### src/rtl/silife_grid_sched_if.sv
// -----------------------------------------------------------------------------
// silife_grid_sched_if
// Bundles the two loader write handshakes and the grid control bus that the
// Life-grid scheduler owns.
//
// Signals
//   host_req/host_row/host_cells   host loader write request, row, row data
//   host_ack                       1-cycle: host write performed this cycle
//   demo_req/demo_row/demo_cells   demo loader write request, row, row data
//   demo_ack                       1-cycle: demo write performed this cycle
//   row_select/cells               grid row address and data (registered)
//   wr_en                          grid write strobe (registered)
//   step                           grid generation step pulse (registered)
//
// Modports
//   master  requester side: drives requests, observes acks and grid bus
//   slave   scheduler side: takes requests, drives acks and grid bus
// -----------------------------------------------------------------------------
interface silife_grid_sched_if #(
   parameter int ROW_W = 5,
   parameter int COL_W = 8
);
   logic             host_req;
   logic [ROW_W-1:0] host_row;
   logic [COL_W-1:0] host_cells;
   logic             host_ack;

   logic             demo_req;
   logic [ROW_W-1:0] demo_row;
   logic [COL_W-1:0] demo_cells;
   logic             demo_ack;

   logic [ROW_W-1:0] row_select;
   logic [COL_W-1:0] cells;
   logic             wr_en;
   logic             step;

   modport master (
      output host_req, host_row, host_cells,
      output demo_req, demo_row, demo_cells,
      input  host_ack, demo_ack,
      input  row_select, cells, wr_en, step
   );

   modport slave (
      input  host_req, host_row, host_cells,
      input  demo_req, demo_row, demo_cells,
      output host_ack, demo_ack,
      output row_select, cells, wr_en, step
   );
endinterface

### src/rtl/silife_grid_sched.sv
// -----------------------------------------------------------------------------
// silife_grid_sched
// Scheduler for the shared Life-grid control port. Arbitrates row writes
// between the host loader and the demo loader (host wins) and times generation
// steps: free-running period while run=1, plus single-step requests. It is the
// only driver of the grid wr_en/step strobes.
//
// Ports
//   clk           clock
//   rst_n         synchronous, active-low reset
//   en            global enable; 0 freezes the scheduler
//   run           1 = auto-step every STEP_PERIOD cycles
//   single_step   1-cycle pulse requesting one step
//   bus           silife_grid_sched_if.slave (loader handshakes + grid bus)
//   step_dropped  1-cycle: step request merged into an already-pending one
//   gen_count     generations issued since the last write (optional)
//
// Optional feature
//   SILIFE_GEN_COUNT_EN  defined: gen_count counts step pulses, wraps at
//                        16'hFFFF, cleared by reset and by any grid write.
//                        undefined: gen_count tied to zero, no counter flops.
// -----------------------------------------------------------------------------
module silife_grid_sched #(
   parameter int STEP_PERIOD = 4_000_000,
   parameter int CNT_W       = 32,
   parameter int ROW_W       = 5,
   parameter int COL_W       = 8
) (
   input  logic                clk,
   input  logic                rst_n,
   input  logic                en,
   input  logic                run,
   input  logic                single_step,
   silife_grid_sched_if.slave  bus,
   output logic                step_dropped,
   output logic [15:0]         gen_count
);

   logic [CNT_W-1:0] period_cnt;
   logic             step_pending;

   logic             host_ack_q;
   logic             demo_ack_q;
   logic             wr_en_q;
   logic             step_q;
   logic             drop_q;
   logic [ROW_W-1:0] row_q;
   logic [COL_W-1:0] cells_q;

   logic             ack_busy;
   logic             grant_host;
   logic             grant_demo;
   logic             grant_any;
   logic             tick;
   logic             step_req;
   logic             step_issue;

   // A cycle with an ack high is the requester's last cycle of holding its
   // request, so no grant is evaluated then; this keeps writes at least two
   // cycles apart and stops a held request from being written twice. Steps
   // only go out when no write is being granted or acknowledged.
   always_comb begin
      ack_busy   = host_ack_q | demo_ack_q;
      grant_host = en & ~ack_busy & bus.host_req;
      grant_demo = en & ~ack_busy & ~bus.host_req & bus.demo_req;
      grant_any  = grant_host | grant_demo;
      tick       = en & run & (period_cnt == CNT_W'(STEP_PERIOD - 1));
      step_req   = tick | (en & single_step);
      step_issue = en & step_pending & ~grant_any & ~ack_busy;
   end

   // Registered grid bus, acks and step bookkeeping. A step request arriving
   // while one is still pending (and not being issued now) merges into it and
   // is reported through step_dropped. With en=0 all strobes fall to zero but
   // the pending step and the period count are kept.
   always_ff @(posedge clk) begin
      if (!rst_n) begin
         period_cnt   <= '0;
         step_pending <= 1'b0;
         host_ack_q   <= 1'b0;
         demo_ack_q   <= 1'b0;
         wr_en_q      <= 1'b0;
         step_q       <= 1'b0;
         drop_q       <= 1'b0;
         row_q        <= '0;
         cells_q      <= '0;
      end else begin
         wr_en_q    <= grant_any;
         host_ack_q <= grant_host;
         demo_ack_q <= grant_demo;
         if (grant_host) begin
            row_q   <= bus.host_row;
            cells_q <= bus.host_cells;
         end else if (grant_demo) begin
            row_q   <= bus.demo_row;
            cells_q <= bus.demo_cells;
         end
         step_q       <= step_issue;
         drop_q       <= step_req & step_pending & ~step_issue;
         step_pending <= (step_pending & ~step_issue) | step_req;
         if (en & run) begin
            period_cnt <= tick ? '0 : period_cnt + CNT_W'(1);
         end
      end
   end

`ifdef SILIFE_GEN_COUNT_EN
   logic [15:0] gen_q;

   // Generation counter restarts whenever a new pattern row is written.
   always_ff @(posedge clk) begin
      if (!rst_n) begin
         gen_q <= 16'd0;
      end else if (wr_en_q) begin
         gen_q <= 16'd0;
      end else if (step_q) begin
         gen_q <= gen_q + 16'd1;
      end
   end

   assign gen_count = gen_q;
`else
   assign gen_count = 16'd0;
`endif

   assign bus.host_ack   = host_ack_q;
   assign bus.demo_ack   = demo_ack_q;
   assign bus.wr_en      = wr_en_q;
   assign bus.step       = step_q;
   assign bus.row_select = row_q;
   assign bus.cells      = cells_q;
   assign step_dropped   = drop_q;

endmodule

### src/flat_wrapper.sv
// flat-port wrapper written by rule: the top's interface ports become plain ports
module silife_grid_sched_flat 
#(
   parameter int STEP_PERIOD = 4_000_000,
   parameter int CNT_W       = 32,
   parameter int ROW_W       = 5,
   parameter int COL_W       = 8
)
  (clk, rst_n, en, run, single_step, step_dropped, gen_count, bus_host_req, bus_host_row, bus_host_cells, bus_demo_req, bus_demo_row, bus_demo_cells, bus_host_ack, bus_demo_ack, bus_row_select, bus_cells, bus_wr_en, bus_step);
  silife_grid_sched_if #(.ROW_W(ROW_W), .COL_W(COL_W)) bus_i ();
  input  logic clk;
  input  logic rst_n;
  input  logic en;
  input  logic run;
  input  logic single_step;
  output logic step_dropped;
  output logic [15:0] gen_count;
  input wire logic [$bits(bus_i.host_req)-1:0] bus_host_req;
  input wire logic [$bits(bus_i.host_row)-1:0] bus_host_row;
  input wire logic [$bits(bus_i.host_cells)-1:0] bus_host_cells;
  input wire logic [$bits(bus_i.demo_req)-1:0] bus_demo_req;
  input wire logic [$bits(bus_i.demo_row)-1:0] bus_demo_row;
  input wire logic [$bits(bus_i.demo_cells)-1:0] bus_demo_cells;
  output wire logic [$bits(bus_i.host_ack)-1:0] bus_host_ack;
  output wire logic [$bits(bus_i.demo_ack)-1:0] bus_demo_ack;
  output wire logic [$bits(bus_i.row_select)-1:0] bus_row_select;
  output wire logic [$bits(bus_i.cells)-1:0] bus_cells;
  output wire logic [$bits(bus_i.wr_en)-1:0] bus_wr_en;
  output wire logic [$bits(bus_i.step)-1:0] bus_step;
  assign bus_i.host_req = bus_host_req;
  assign bus_i.host_row = bus_host_row;
  assign bus_i.host_cells = bus_host_cells;
  assign bus_i.demo_req = bus_demo_req;
  assign bus_i.demo_row = bus_demo_row;
  assign bus_i.demo_cells = bus_demo_cells;
  assign bus_host_ack = bus_i.host_ack;
  assign bus_demo_ack = bus_i.demo_ack;
  assign bus_row_select = bus_i.row_select;
  assign bus_cells = bus_i.cells;
  assign bus_wr_en = bus_i.wr_en;
  assign bus_step = bus_i.step;
  silife_grid_sched #(.STEP_PERIOD(STEP_PERIOD), .CNT_W(CNT_W), .ROW_W(ROW_W), .COL_W(COL_W)) u_core (.clk(clk), .rst_n(rst_n), .en(en), .run(run), .single_step(single_step), .bus(bus_i), .step_dropped(step_dropped), .gen_count(gen_count));
endmodule
### config.mk
export PLATFORM = sky130hd
export DESIGN_NAME = silife_grid_sched_flat
export DESIGN_NICKNAME = d
export VERILOG_FILES = /design/src/rtl/silife_grid_sched_if.sv /design/src/rtl/silife_grid_sched.sv /design/src/flat_wrapper.sv
export SDC_FILE = /design/constraint.sdc
export NUM_CORES = 1
export LEC_CHECK = 0
export CORE_MARGIN = 4
export CORE_UTILIZATION = 45
export CTS_CLUSTER_DIAMETER = 50
export DETAILED_ROUTE_END_ITERATION = 12
export DONT_BUFFER_PORTS = 1
export HOLD_SLACK_MARGIN = 0.03
export MAX_ROUTING_LAYER = met4
export PLACE_DENSITY = 0.71
export SYNTH_ARGS = -nofsm -noshare
export SYNTH_HDL_FRONTEND = slang
export SYNTH_SLANG_ARGS = --single-unit
### constraint.sdc
create_clock -name clk -period 2.1 [get_ports clk]
set_input_delay 0.42 -clock clk [delete_from_list [all_inputs] [get_ports clk]]
set_output_delay 0.42 -clock clk [all_outputs]
set_load 0.1 [all_outputs]
==> reports/qor.log <==
INFO  run_status     outcome=completed
INFO  setup_path     worst_r2r_path_depth=4
INFO  cells_and_area num-nets-final=366
INFO  pwr            cellLeakagePower=1.136nW
INFO  cells_and_area final_layout_size_suffix_gt1_share=15.66%
INFO  job            drv_cap=0
INFO  floorplan      floorplan.die.width=84.51um
INFO  global_routing global_route.overflow_total=0
INFO  hold_path      hold_path_class=in2reg
INFO  yosys          syn_area=0.002634mm^2
INFO  sta            worst-slew-pin-transition=0.6247ns
INFO  detailed_routing finalWirelength=6025um
INFO  clocking       cts_buf_count=5
INFO  yosys          syn_area_per_cell=8.524um^2
INFO  sta            slew_violations=0
INFO  floorplan      core_area=0.005608mm^2
INFO  pwr            vdd.ir_drop.worst=0.4258mV
INFO  global_routing first_global_vias=2216
INFO  yosys          synth_edf_count=0
INFO  clocking       clkSlewWorstSetupHoldPaths=0.09ns
INFO  sta            slew-limit-headroom=57.97%
INFO  place          number_of_port_buffers=0
INFO  sta            hold_slack=0.2306ns
INFO  pwr            power.density_cell_area=704.5mW/mm^2
INFO  detailed_routing via_per_inst=5.948
INFO  clocking       insertion_delay=0.30ns
INFO  detailed_routing antenna_left=0
INFO  place          hpwlAfterDp=4331um
INFO  global_routing grt_util_all_layers=17.04%
INFO  yosys          synth-seq-area-share=38.76%
INFO  sta            grt_setup_unrepaired=false
INFO  yosys          yosys.cell_count.top_type=sky130_fd_sc_hd__dfxtp_1
INFO  detailed_routing drc_errors=0
INFO  clocking       cts_tree=yes
INFO  sta            fmax=518.7MHz
INFO  detailed_routing drt-pass1-iter-count=5
INFO  floorplan      initial_utilization=46.97%
INFO  detailed_routing route.vias.total=2403
INFO  clocking       cts_htree_levels=2
INFO  setup_path     reg2reg_from=u_core.period_cnt[0]
INFO  setup_path     r2r_setup_slack=0.17ns
INFO  floorplan      ioPinCount=67
INFO  clocking       cts_hold_bufs=0
INFO  sta            worst_setup_skew_after_layout=0.005917ns
INFO  clocking       clk_path_buf_depth=2
INFO  yosys          synthesis.yosys.warnings=0
INFO  setup_path     setup.worst_path.end_class=register
INFO  clocking       clock_sink_count=51
INFO  hold_path      hold_start=rst_n
INFO  cells_and_area diodes=0
INFO  sta            period_minus_slack=1.928ns
INFO  detailed_routing routed_wire_length_per_instance=14.91um
INFO  global_routing grt_max_degree=32
INFO  cells_and_area area.growth.synth_to_final=14.01%
INFO  sta            tns=0ns
INFO  yosys          async_flop_share=0%
INFO  clocking       root_buffer=sky130_fd_sc_hd__clkbuf_8
INFO  setup_path     start_kind=register
INFO  setup_path     required=2.30ns
INFO  yosys          yosys-top-cells-count=51 x sky130_fd_sc_hd__dfxtp_1, 29 x sky130_fd_sc_hd__nand2_1, 20 x sky130_fd_sc_hd__a21oi_1, 18 x sky130_fd_sc_hd__nand4_1, 16 x sky130_fd_sc_hd__buf_4
INFO  setup_path     worst_ep_arrival_time=2.13ns
INFO  sta            hold_violations=0
INFO  yosys          synth_top_area_cell=sky130_fd_sc_hd__dfxtp_1
INFO  yosys          area_fraction_of_the_dominant_cell_type_after_synthesis=38.76%
INFO  global_routing initial_antenna_violation_count=0
INFO  hold_path      worst_min_delay_path_endpoint=u_core.step_pending
INFO  yosys          synth_cell_types=41
INFO  place          gp_routability_congestion=0.9408
INFO  hold_path      holdPathStages=1
INFO  floorplan      die-area=0.007141mm^2
INFO  setup_path     r2r-end=u_core.period_cnt[31]
INFO  setup_path     path_class=reg2reg
INFO  floorplan      die_height=84.51um
INFO  detailed_routing detailedRoute.firstIterationViolations=142
INFO  yosys          synth-main-ff-cell=sky130_fd_sc_hd__dfxtp_1
INFO  yosys          ys_top_cells_by_area=sky130_fd_sc_hd__dfxtp_1 39%, sky130_fd_sc_hd__buf_4 4.6%, sky130_fd_sc_hd__nand4_1 4.3%, sky130_fd_sc_hd__mux2i_1 4.2%, sky130_fd_sc_hd__o211a_1 4.2%
INFO  global_routing grt_pass1_wl=9956um
INFO  yosys          syn-instance-count=309
INFO  floorplan      num_rows=27
INFO  yosys          ys_seq_elements=51
INFO  sta            period_share=91.81%
INFO  setup_path     critical_path_peak_fanout=8
INFO  pwr            total_power=2.116mW
INFO  sta            setup-violations-final=0
cells by family after synthesis:
family                     synth area share, %
and+or+nand+nor                          29.26
DFF                                      38.76
adders and majority gates               0.4750
muxes                                    4.181
AOI/OAI and AO/OA                        16.15
buffers and inverters                    8.028
xor gates and xnor gates                 2.993
other                                   0.1424
metrics by stage:
stage / setup WS, ns / std cells / util (%) / cell area [um^2]
final: 0.1721 / 404 / 53.55 / 3003
after global placement: 0.1771 / 395 / 51.05 / 2863
after global routing: 0.02993 / 404 / 53.55 / 3003
after floorplan: 0.02047 / 324 / - / 2696
after CTS: 0.05555 / 402 / 52.88 / 2965
after detailed placement: 0.1170 / 395 / 51.05 / 2863
timing repair:
item | CTS | global route
gates resized for setup | 0 | 4
setup endpoints to repair | 0 | 28
setup buffers | 0 | 2
power breakdown:
part / switching (mW) / leakage [nW] / internal (mW)
registers: 0.0111 / 0.414 / 0.994
clock network: 0.313 / 0.0513 / 0.350
logic: 0.365 / 0.670 / 0.0827
cells in the final DEF, fill, tap and decap left out, types with 2 or more instances in the layout:
cell type and count:
sky130_fd_sc_hd__nand4_1 18, sky130_fd_sc_hd__and2_1 6, sky130_fd_sc_hd__a21oi_1 20, sky130_fd_sc_hd__and4_1 6
sky130_fd_sc_hd__nor4_1 7, sky130_fd_sc_hd__nor2b_1 2, sky130_fd_sc_hd__o21ai_0 14, sky130_fd_sc_hd__nand3_1 13
sky130_fd_sc_hd__inv_1 3, sky130_fd_sc_hd__xnor2_1 5, sky130_fd_sc_hd__conb_1 16, sky130_fd_sc_hd__dfxtp_1 51
sky130_fd_sc_hd__a21boi_0 2, sky130_fd_sc_hd__nor4b_1 3, sky130_fd_sc_hd__o211a_1 11, sky130_fd_sc_hd__or4_1 10
sky130_fd_sc_hd__nor2_1 14, sky130_fd_sc_hd__or4_4 2, sky130_fd_sc_hd__and3_1 5, sky130_fd_sc_hd__nand3b_1 2
sky130_fd_sc_hd__buf_4 35, sky130_fd_sc_hd__or3_1 5, sky130_fd_sc_hd__mux2i_1 11, sky130_fd_sc_hd__xor2_1 4
sky130_fd_sc_hd__nor3_1 5, sky130_fd_sc_hd__clkbuf_8 5, sky130_fd_sc_hd__nand2_1 29, sky130_fd_sc_hd__o31ai_1 11
flip-flops by register name (all words and copies together) (netlist names):
register               flops
u_core.step_dropped        1
u_core.bus.step            1
u_core.bus.row_select      5
u_core.step_pending        1
u_core.bus.demo_ack        1
u_core.bus.wr_en           1
u_core.bus.host_ack        1
u_core.bus.cells           8
u_core.period_cnt         32
area by class of cell:
class | instances | area (um^2)
Sequential cell | 51 | 1021
Fill cell | 530 | 2605
Multi-Input combinational cell | 235 | 1495
Clock inverter | 1 | 30.03
Clock buffer | 6 | 72.57
Tap cell | 72 | 90.09
Timing Repair Buffer | 36 | 282.8
Inverter | 3 | 11.26
how the worst max path moves through the flow:
stage / endpoint / slack, ns / from
finish: u_core.period_cnt[31] / 0.17 / u_core.period_cnt[0]
global route: u_core.period_cnt[18] / 0.03 / u_core.period_cnt[0]
CTS: u_core.period_cnt[20] / 0.06 / u_core.period_cnt[0]
detailed placement: u_core.period_cnt[24] / 0.12 / u_core.period_cnt[0]
global placement: u_core.period_cnt[13] / 0.18 / u_core.period_cnt[0]
floorplan: u_core.bus.cells[0] / 0.02 / u_core.bus.host_ack
metal layers:
layer / track usage (%) / part of all wire (%) / vias to the layer above
li1: - / - / 1167
met1: 20.96 / 44 / 1115
met2: 27.40 / 46 / 104
met3: 3.729 / 7.3 / 17
met4: 6.187 / 2.6 / 0
met5: - / 0 / -
critical path: stages, from the launching register on:
cell	delay, ns
sky130_fd_sc_hd__dfxtp_1	0.40
sky130_fd_sc_hd__nand3_1	0.18
sky130_fd_sc_hd__or4_4	0.60
sky130_fd_sc_hd__or4_1	0.47
sky130_fd_sc_hd__and3_1	0.17
Power figures use the tool's default switching activity.
